==> src/rtl/frog_ctrl_if.sv <==
// Signal bundle between the frog controller, its button/collision sources and the sprite renderer.
interface frog_ctrl_if;
   logic       frame_tick;
   logic       btn_up;
   logic       btn_down;
   logic       btn_left;
   logic       btn_right;
   logic       hit;
   logic [9:0] frog_x;
   logic [9:0] frog_y;
   logic [9:0] frog_size;
   logic       hopping;
   logic       dead;
   logic       game_over;
   logic [1:0] lives;
   logic [7:0] score;

   modport master (
      output frame_tick, btn_up, btn_down, btn_left, btn_right, hit,
      input  frog_x, frog_y, frog_size, hopping, dead, game_over, lives, score
   );

   modport slave (
      input  frame_tick, btn_up, btn_down, btn_left, btn_right, hit,
      output frog_x, frog_y, frog_size, hopping, dead, game_over, lives, score
   );
endinterface

==> src/rtl/frog_ctrl.sv <==
// Frog movement/life controller: animated 32 px hops, death/respawn, lives and goal scoring.
// Optional macro FROG_WRAP_EN: horizontal hops past a bound wrap to the opposite bound.
module frog_ctrl #(
   parameter int unsigned FROG_SIZE    = 32,
   parameter int unsigned STEP         = 32,
   parameter int unsigned HOP_FRAMES   = 4,
   parameter int unsigned START_X      = 304,
   parameter int unsigned START_Y      = 448,
   parameter int unsigned MIN_X        = 0,
   parameter int unsigned MAX_X        = 608,
   parameter int unsigned MIN_Y        = 0,
   parameter int unsigned MAX_Y        = 448,
   parameter int unsigned DEATH_FRAMES = 30,
   parameter int unsigned LIVES        = 3
) (
   input  logic        clk,
   input  logic        reset,
   frog_ctrl_if.slave  bus
);

   localparam logic [1:0] S_IDLE = 2'd0;
   localparam logic [1:0] S_HOP  = 2'd1;
   localparam logic [1:0] S_DEAD = 2'd2;
   localparam logic [1:0] S_OVER = 2'd3;

   localparam logic [1:0] D_UP    = 2'd0;
   localparam logic [1:0] D_DOWN  = 2'd1;
   localparam logic [1:0] D_LEFT  = 2'd2;
   localparam logic [1:0] D_RIGHT = 2'd3;

   localparam int unsigned HC_W = $clog2(HOP_FRAMES + 1);
   localparam int unsigned DC_W = $clog2(DEATH_FRAMES + 1);

   localparam logic [9:0]        MOVE      = 10'(STEP / HOP_FRAMES);
   localparam logic signed [11:0] STEP_S   = 12'(STEP);
   localparam logic signed [11:0] MIN_X_S  = 12'(MIN_X);
   localparam logic signed [11:0] MAX_X_S  = 12'(MAX_X);
   localparam logic signed [11:0] MIN_Y_S  = 12'(MIN_Y);
   localparam logic signed [11:0] MAX_Y_S  = 12'(MAX_Y);

   logic [1:0]      state;
   logic [9:0]      x_q, y_q;
   logic [1:0]      lives_q;
   logic [7:0]      score_q;
   logic [3:0]      btn_q, pend_q;
   logic [1:0]      dir_q;
   logic [HC_W-1:0] hop_cnt_q;
   logic [DC_W-1:0] death_cnt_q;
   logic            wrap_q;

   logic [3:0]        btn_now, btn_rise, req;
   logic [1:0]        sel_dir;
   logic              sel_valid;
   logic signed [11:0] cur_x_s, cur_y_s, tgt_x, tgt_y;
   logic              x_ok, y_ok, wrap_hop;
   logic [9:0]        x_move, y_move;
   logic [1:0]        lives_dec;
   logic [7:0]        score_inc;

   // Bit order {up, down, left, right} matches the direction priority.
   assign btn_now  = {bus.btn_up, bus.btn_down, bus.btn_left, bus.btn_right};
   assign btn_rise = btn_now & ~btn_q;
   assign req      = pend_q | btn_rise;
   assign cur_x_s  = $signed({2'b00, x_q});
   assign cur_y_s  = $signed({2'b00, y_q});

   assign lives_dec = (lives_q == 2'd0) ? 2'd0 : lives_q - 2'd1;
   assign score_inc = (score_q == 8'hFF) ? score_q : score_q + 8'd1;

   always_comb begin
      sel_valid = 1'b1;
      sel_dir   = D_UP;
      if (req[3])      sel_dir = D_UP;
      else if (req[2]) sel_dir = D_DOWN;
      else if (req[1]) sel_dir = D_LEFT;
      else if (req[0]) sel_dir = D_RIGHT;
      else             sel_valid = 1'b0;
   end

   // Full hop target is bounds-checked up front so the 8 px steps never leave range.
   always_comb begin
      tgt_x = cur_x_s;
      tgt_y = cur_y_s;
      case (sel_dir)
         D_UP:    tgt_y = cur_y_s - STEP_S;
         D_DOWN:  tgt_y = cur_y_s + STEP_S;
         D_LEFT:  tgt_x = cur_x_s - STEP_S;
         default: tgt_x = cur_x_s + STEP_S;
      endcase
      x_ok = (tgt_x >= MIN_X_S) && (tgt_x <= MAX_X_S);
      y_ok = (tgt_y >= MIN_Y_S) && (tgt_y <= MAX_Y_S);
`ifdef FROG_WRAP_EN
      wrap_hop = sel_valid && sel_dir[1] && !x_ok;
`else
      wrap_hop = 1'b0;
`endif
   end

   always_comb begin
      x_move = x_q;
      y_move = y_q;
      case (dir_q)
         D_UP:    y_move = y_q - MOVE;
         D_DOWN:  y_move = y_q + MOVE;
         D_LEFT:  x_move = x_q - MOVE;
         default: x_move = x_q + MOVE;
      endcase
   end

   always_ff @(posedge clk) begin
      if (reset) begin
         state       <= S_IDLE;
         x_q         <= 10'(START_X);
         y_q         <= 10'(START_Y);
         lives_q     <= 2'(LIVES);
         score_q     <= '0;
         btn_q       <= '0;
         pend_q      <= '0;
         dir_q       <= D_UP;
         hop_cnt_q   <= '0;
         death_cnt_q <= '0;
         wrap_q      <= 1'b0;
      end else begin
         btn_q <= btn_now;
         case (state)
            S_IDLE: begin
               pend_q <= pend_q | btn_rise;
               if (bus.frame_tick) begin
                  pend_q <= '0;
                  if (bus.hit) begin
                     state       <= S_DEAD;
                     lives_q     <= lives_dec;
                     death_cnt_q <= '0;
                  end else if (sel_valid && ((x_ok && y_ok) || wrap_hop)) begin
                     state     <= S_HOP;
                     dir_q     <= sel_dir;
                     hop_cnt_q <= '0;
                     wrap_q    <= wrap_hop;
                  end
               end
            end
            S_HOP: begin
               pend_q <= '0;
               if (bus.frame_tick) begin
                  if (bus.hit) begin
                     state       <= S_DEAD;
                     lives_q     <= lives_dec;
                     death_cnt_q <= '0;
                     wrap_q      <= 1'b0;
                  end else if (wrap_q) begin
                     x_q    <= (dir_q == D_LEFT) ? 10'(MAX_X) : 10'(MIN_X);
                     wrap_q <= 1'b0;
                     state  <= S_IDLE;
                  end else begin
                     x_q       <= x_move;
                     y_q       <= y_move;
                     hop_cnt_q <= hop_cnt_q + 1'b1;
                     if (hop_cnt_q == HC_W'(HOP_FRAMES - 1)) begin
                        state <= S_IDLE;
                        if (y_move == 10'(MIN_Y)) begin
                           score_q <= score_inc;
                           x_q     <= 10'(START_X);
                           y_q     <= 10'(START_Y);
                        end
                     end
                  end
               end
            end
            S_DEAD: begin
               pend_q <= '0;
               if (bus.frame_tick) begin
                  if (death_cnt_q == DC_W'(DEATH_FRAMES - 1)) begin
                     if (lives_q != 2'd0) begin
                        state <= S_IDLE;
                        x_q   <= 10'(START_X);
                        y_q   <= 10'(START_Y);
                     end else begin
                        state <= S_OVER;
                     end
                  end else begin
                     death_cnt_q <= death_cnt_q + 1'b1;
                  end
               end
            end
            default: begin
               pend_q <= '0;
               if (btn_rise[3]) begin
                  state   <= S_IDLE;
                  lives_q <= 2'(LIVES);
                  score_q <= '0;
                  x_q     <= 10'(START_X);
                  y_q     <= 10'(START_Y);
               end
            end
         endcase
      end
   end

   assign bus.frog_x    = x_q;
   assign bus.frog_y    = y_q;
   assign bus.frog_size = 10'(FROG_SIZE);
   assign bus.hopping   = (state == S_HOP);
   assign bus.dead      = (state == S_DEAD);
   assign bus.game_over = (state == S_OVER);
   assign bus.lives     = lives_q;
   assign bus.score     = score_q;

endmodule

==> src/flat_wrapper.sv <==
// flat-port wrapper written by rule: the top's interface ports become plain ports
module frog_ctrl_flat 
#(
   parameter int unsigned FROG_SIZE    = 32,
   parameter int unsigned STEP         = 32,
   parameter int unsigned HOP_FRAMES   = 4,
   parameter int unsigned START_X      = 304,
   parameter int unsigned START_Y      = 448,
   parameter int unsigned MIN_X        = 0,
   parameter int unsigned MAX_X        = 608,
   parameter int unsigned MIN_Y        = 0,
   parameter int unsigned MAX_Y        = 448,
   parameter int unsigned DEATH_FRAMES = 30,
   parameter int unsigned LIVES        = 3
)
  (clk, reset, bus_frame_tick, bus_btn_up, bus_btn_down, bus_btn_left, bus_btn_right, bus_hit, bus_frog_x, bus_frog_y, bus_frog_size, bus_hopping, bus_dead, bus_game_over, bus_lives, bus_score);
  frog_ctrl_if bus_i ();
  input  logic clk;
  input  logic reset;
  input wire logic [$bits(bus_i.frame_tick)-1:0] bus_frame_tick;
  input wire logic [$bits(bus_i.btn_up)-1:0] bus_btn_up;
  input wire logic [$bits(bus_i.btn_down)-1:0] bus_btn_down;
  input wire logic [$bits(bus_i.btn_left)-1:0] bus_btn_left;
  input wire logic [$bits(bus_i.btn_right)-1:0] bus_btn_right;
  input wire logic [$bits(bus_i.hit)-1:0] bus_hit;
  output wire logic [$bits(bus_i.frog_x)-1:0] bus_frog_x;
  output wire logic [$bits(bus_i.frog_y)-1:0] bus_frog_y;
  output wire logic [$bits(bus_i.frog_size)-1:0] bus_frog_size;
  output wire logic [$bits(bus_i.hopping)-1:0] bus_hopping;
  output wire logic [$bits(bus_i.dead)-1:0] bus_dead;
  output wire logic [$bits(bus_i.game_over)-1:0] bus_game_over;
  output wire logic [$bits(bus_i.lives)-1:0] bus_lives;
  output wire logic [$bits(bus_i.score)-1:0] bus_score;
  assign bus_i.frame_tick = bus_frame_tick;
  assign bus_i.btn_up = bus_btn_up;
  assign bus_i.btn_down = bus_btn_down;
  assign bus_i.btn_left = bus_btn_left;
  assign bus_i.btn_right = bus_btn_right;
  assign bus_i.hit = bus_hit;
  assign bus_frog_x = bus_i.frog_x;
  assign bus_frog_y = bus_i.frog_y;
  assign bus_frog_size = bus_i.frog_size;
  assign bus_hopping = bus_i.hopping;
  assign bus_dead = bus_i.dead;
  assign bus_game_over = bus_i.game_over;
  assign bus_lives = bus_i.lives;
  assign bus_score = bus_i.score;
  frog_ctrl #(.FROG_SIZE(FROG_SIZE), .STEP(STEP), .HOP_FRAMES(HOP_FRAMES), .START_X(START_X), .START_Y(START_Y), .MIN_X(MIN_X), .MAX_X(MAX_X), .MIN_Y(MIN_Y), .MAX_Y(MAX_Y), .DEATH_FRAMES(DEATH_FRAMES), .LIVES(LIVES)) u_core (.clk(clk), .reset(reset), .bus(bus_i));
endmodule
==> config.mk <==
export PLATFORM = sky130hd
export DESIGN_NAME = frog_ctrl_flat
export DESIGN_NICKNAME = d
export VERILOG_FILES = /design/src/rtl/frog_ctrl_if.sv /design/src/rtl/frog_ctrl.sv /design/src/flat_wrapper.sv
export SDC_FILE = /design/constraint.sdc
export NUM_CORES = 1
export LEC_CHECK = 0
export ABC_AREA = 1
export ABC_CLOCK_PERIOD_IN_PS = 3060
export CAP_MARGIN = 20
export CELL_PAD_IN_SITES_DETAIL_PLACEMENT = 1
export CELL_PAD_IN_SITES_GLOBAL_PLACEMENT = 2
export CORE_ASPECT_RATIO = 0.6
export CORE_MARGIN = 2
export CORE_UTILIZATION = 30
export DETAILED_ROUTE_END_ITERATION = 8
export PLACE_DENSITY = 0.8
export SETUP_SLACK_MARGIN = 0.05
export SLEW_MARGIN = 20
export SYNTH_ARGS = -nofsm -noshare
export SYNTH_HDL_FRONTEND = slang
export SYNTH_SLANG_ARGS = --single-unit
==> constraint.sdc <==
create_clock -name clk -period 3.06 [get_ports clk]
set_clock_uncertainty 0.2 [all_clocks]
set_input_delay 0.612 -clock clk [delete_from_list [all_inputs] [get_ports clk]]
set_output_delay 0.612 -clock clk [all_outputs]
set_load 0.01 [all_outputs]
==> flow_summary.yaml, run 1 <==
worst_setup_path:
  crit_top_cell: "nand2_4"
  startpoint_type: "flop"
  required_ns: 3.04
  slowest_delay_ns: 0.42
  worstPathArrival_ns: 2.86
  crit_chain: "nand2_4 > ha_1 > a21oi_2 > o211ai_1 > o21ai_0 > o21ai_2 > nand3_4 > o21ai_4 > buf_12 > nand2_4 > nand2_1 > a21oi_1"
  worstSetupPathType: "reg -> reg"
  cp-end-kind: "flop"
  cp_max_fo: 8
  cp_slowest_cell: "dfxtp_1"
sta:
  rsz0062_at_grt: "yes"
  fin_crit_ns: 2.89
  fin_crit_sh: 0.943
  tightest_slew_ns: 0.860
  drv_slew: 0
  hold_viol_final: 0
  setup_violations: 0
  finalSetupTns_ns: 0
  fmax_mhz: 346
  max_slew_margin: 0.425
global_routing:
  grt_usage: 0.177
  gr-total-overflow: 0
  grt_antenna_before_repair: 0
  grt_max_degree: 23
  grt_pass1_vias: 3448
  grt_pass1_wl_microns: 17600
clocking:
  ctsHoldBuffers: 0
  cts_tree: "built"
  htree_levels: 2
  cts_buffers: 5
  clk_pin_slew_worst_paths_ns: 0.07
  clock_tree.root_cell: "clkbuf_16"
  cts.sinks: 44
  clock_latency_ns: 0.30
  cts_buffer_depth: 2
floorplanning:
  die_w_microns: 143
  fp.dieH_microns: 87.7
  ios: 51
  num_rows: 30
  core_sq_um: 11300
  die_area_sq_um: 12600
  start_util: 0.309
synth:
  synth_flop_cell: "dfxtp_1"
  synth_cell_types: 49
  async_flop_share: 0
  ys_ff_latch: 44
  synth_edf_count: 0
  synth.avg_cell_area_sq_um: 6.73
  mappedNetlistArea_sq_um: 3500
  ys_seq_area_frac: 0.252
  synth_cells: 520
  ys.warnings.count: 0
finish:
  fillCellCount: 1458
  final_cell_count_no_fill: 728
  drive_gt1_frac: 0.100
  fin_nets: 600
  diodes: 0
  area_delta_synth_final_pct: 20.9
route:
  via_count: 3495
  drt_iter0_drc: 229
  drc: 0
  first_pass_iters: 4
  wire_per_inst_microns: 14.7
  routed_wl_microns: 10700
  postRouteAntennaNets: 0
  post_drt_via_cell_ratio: 4.80
placed_design:
  placed_cells: 718
  io_buffers: 34
  routabilityCongestion: 0.833
  dp_hpwl_microns: 8300
power_and_ir_drop:
  p_per_area_nw_per_um2: 647
  irDropWorstVdd_mv: 0.221
  leakagePower_uw: 0.00185
flow_run:
  drv_cap: 0
hold_path:
  min_path_type: "reg -> reg"
status:
  status: "complete, no violations"
[critical path: cells and delay by family (launching register included)]
family | cells | cell delay, ns
AOI/OAI and AO/OA | 6 | 1.13
adders and majority gates | 1 | 0.42
buffers and inverters | 1 | 0.13
DFF | 1 | 0.42
and+or+nand+nor | 4 | 0.47
[flip-flops by register name, summed over array words and instances (netlist names)]
name	count
u_core.bus.score	8
u_core.bus.frog_x	7
u_core.bus.frog_y	7
u_core.death_cnt_q	5
u_core.btn_q	4
u_core.pend_q	4
u_core.hop_cnt_q	3
u_core.bus.lives	2
u_core.dir_q	2
u_core.state	2
[cells in the mapped netlist (2+ instances only)]
master | count | area [sq um]
o22ai_1 | 2 | 12.5
or2_2 | 5 | 31.3
xnor2_1 | 5 | 43.8
o21bai_1 | 2 | 15.0
dfxtp_1 | 44 | 881
clkbuf_1 | 5 | 18.8
nor2_1 | 53 | 199
nor2_2 | 2 | 12.5
conb_1 | 2 | 7.51
nand2_1 | 110 | 413
inv_1 | 67 | 251
ha_1 | 23 | 288
fa_1 | 2 | 40.0
nand3_2 | 3 | 30.0
and2_1 | 2 | 12.5
a21oi_1 | 39 | 195
o21ai_2 | 2 | 17.5
nand3_1 | 44 | 220
nor3_1 | 9 | 45.0
nand2_2 | 4 | 25.0
a21oi_2 | 2 | 17.5
xor2_1 | 13 | 114
o211ai_1 | 3 | 22.5
nor2_4 | 2 | 22.5
o21ai_1 | 2 | 10.0
o21ai_0 | 18 | 90.1
nand4_1 | 12 | 75.1
buf_4 | 17 | 128
buf_6 | 4 | 45.0
nand3b_1 | 3 | 22.5
[power by group]
part           switching [uW]  internal, uW
Combinational             873           498
Sequential               70.8           643
Clock                     263           389
[path summary, 6_finish.rpt]
kind / start / endpoint / slack [ns] / depth (start not counted)
min: u_core.pend_q[1]$_SDFF_PP0_ / u_core.pend_q[1]$_SDFF_PP0_ / 0.29 / 2
min reg2reg: u_core.pend_q[1]$_SDFF_PP0_ / u_core.pend_q[1]$_SDFF_PP0_ / 0.29 / 2
max: u_core.dir_q[0]$_SDFFE_PP0P_ / u_core.bus.score[4]$_SDFFE_PP0P_ / 0.17 / 12
max reg2reg: u_core.dir_q[0]$_SDFFE_PP0P_ / u_core.bus.score[4]$_SDFFE_PP0P_ / 0.17 / 12
[repair_timing]
action | CTS | global route
endpoints found under the setup margin | 0 | 8
buffers inserted | 0 | 2
resized for setup | 0 | 2
[kinds of logic after synthesis]
logic type	synth area share
simple gates	0.340
buf+inv	0.136
compound gates	0.132
flops	0.252
fa+ha+maj	0.0937
xor+xnor	0.0450
other cells	0.00215
[routing by layer]
| layer | global-route usage | vias to the layer above | share of wire |
|---|---|---|---|
| met5 | 0 | - | 0 |
| met4 | 0.0258 | 0 | 0.0029 |
| met3 | 0.0487 | 4 | 0.061 |
| met2 | 0.262 | 69 | 0.41 |
| met1 | 0.262 | 1666 | 0.53 |
| li1 | - | 1756 | - |
[final cells by class]
cell class,instances,area [sq um],share of cell area
Inverter,70,278,0.0656
Multi-Input combinational cell,393,2200,0.521
Timing Repair Buffer,53,495,0.117
Sequential cell,44,881,0.208
Clock buffer,5,125,0.0296
Clock inverter,3,47.5,0.0112
Tap cell,160,200,0.0473
[layout by cell type, fill, tap and decap left out, drive strengths merged]
| master | Yosys | routed |
|---|---|---|
| fa | 2 | 2 |
| o211ai | 3 | 3 |
| nor4 | 2 | 2 |
| nand4 | 12 | 12 |
| o21bai | 2 | 2 |
| nand2 | 115 | 115 |
| a21boi | 1 | 1 |
| xor2 | 13 | 13 |
| o31ai | 1 | 1 |
| or2 | 5 | 5 |
| bufinv | 0 | 1 |
| nor2 | 57 | 57 |
| a21oi | 41 | 41 |
| nand3 | 48 | 48 |
| and2 | 2 | 2 |
| nand3b | 3 | 3 |
| a211oi | 2 | 2 |
| xnor2 | 5 | 5 |
| clkinv | 1 | 3 |
| inv | 69 | 69 |
| clkbuf | 5 | 5 |
| nor3 | 10 | 10 |
| clkdlybuf4s50 | 0 | 34 |
| buf | 22 | 19 |
| nor3b | 1 | 1 |
| dfxtp | 44 | 44 |
| a22oi | 1 | 1 |
| o221ai | 1 | 1 |
| o2111ai | 1 | 1 |
| a31oi | 1 | 1 |
| o21ai | 23 | 23 |
| o22ai | 2 | 2 |
| ha | 23 | 23 |
| conb | 2 | 16 |
[stage by stage]
step	hold slack, ns	area, sq um	setup WS [ns]	total power [uW]	util
floorplan	0.248	3550	0.301	1670	-
detailed placement	0.289	4020	0.0771	2070	0.355
CTS	0.301	4200	0.0735	2740	0.370
global placement	0.266	4020	0.149	2030	0.355
global route	0.313	4230	0.0375	2960	0.373
finish	0.294	4230	0.174	2740	0.373
Note: power is estimated with default switching activity, not from simulation.
==> inputs of run 2 (changes only) <==
TNS_END_PERCENT = 50   (was not set)
==> results of run 2 <==
No change in the layout: final DEF, timing and power equal those of run 1.
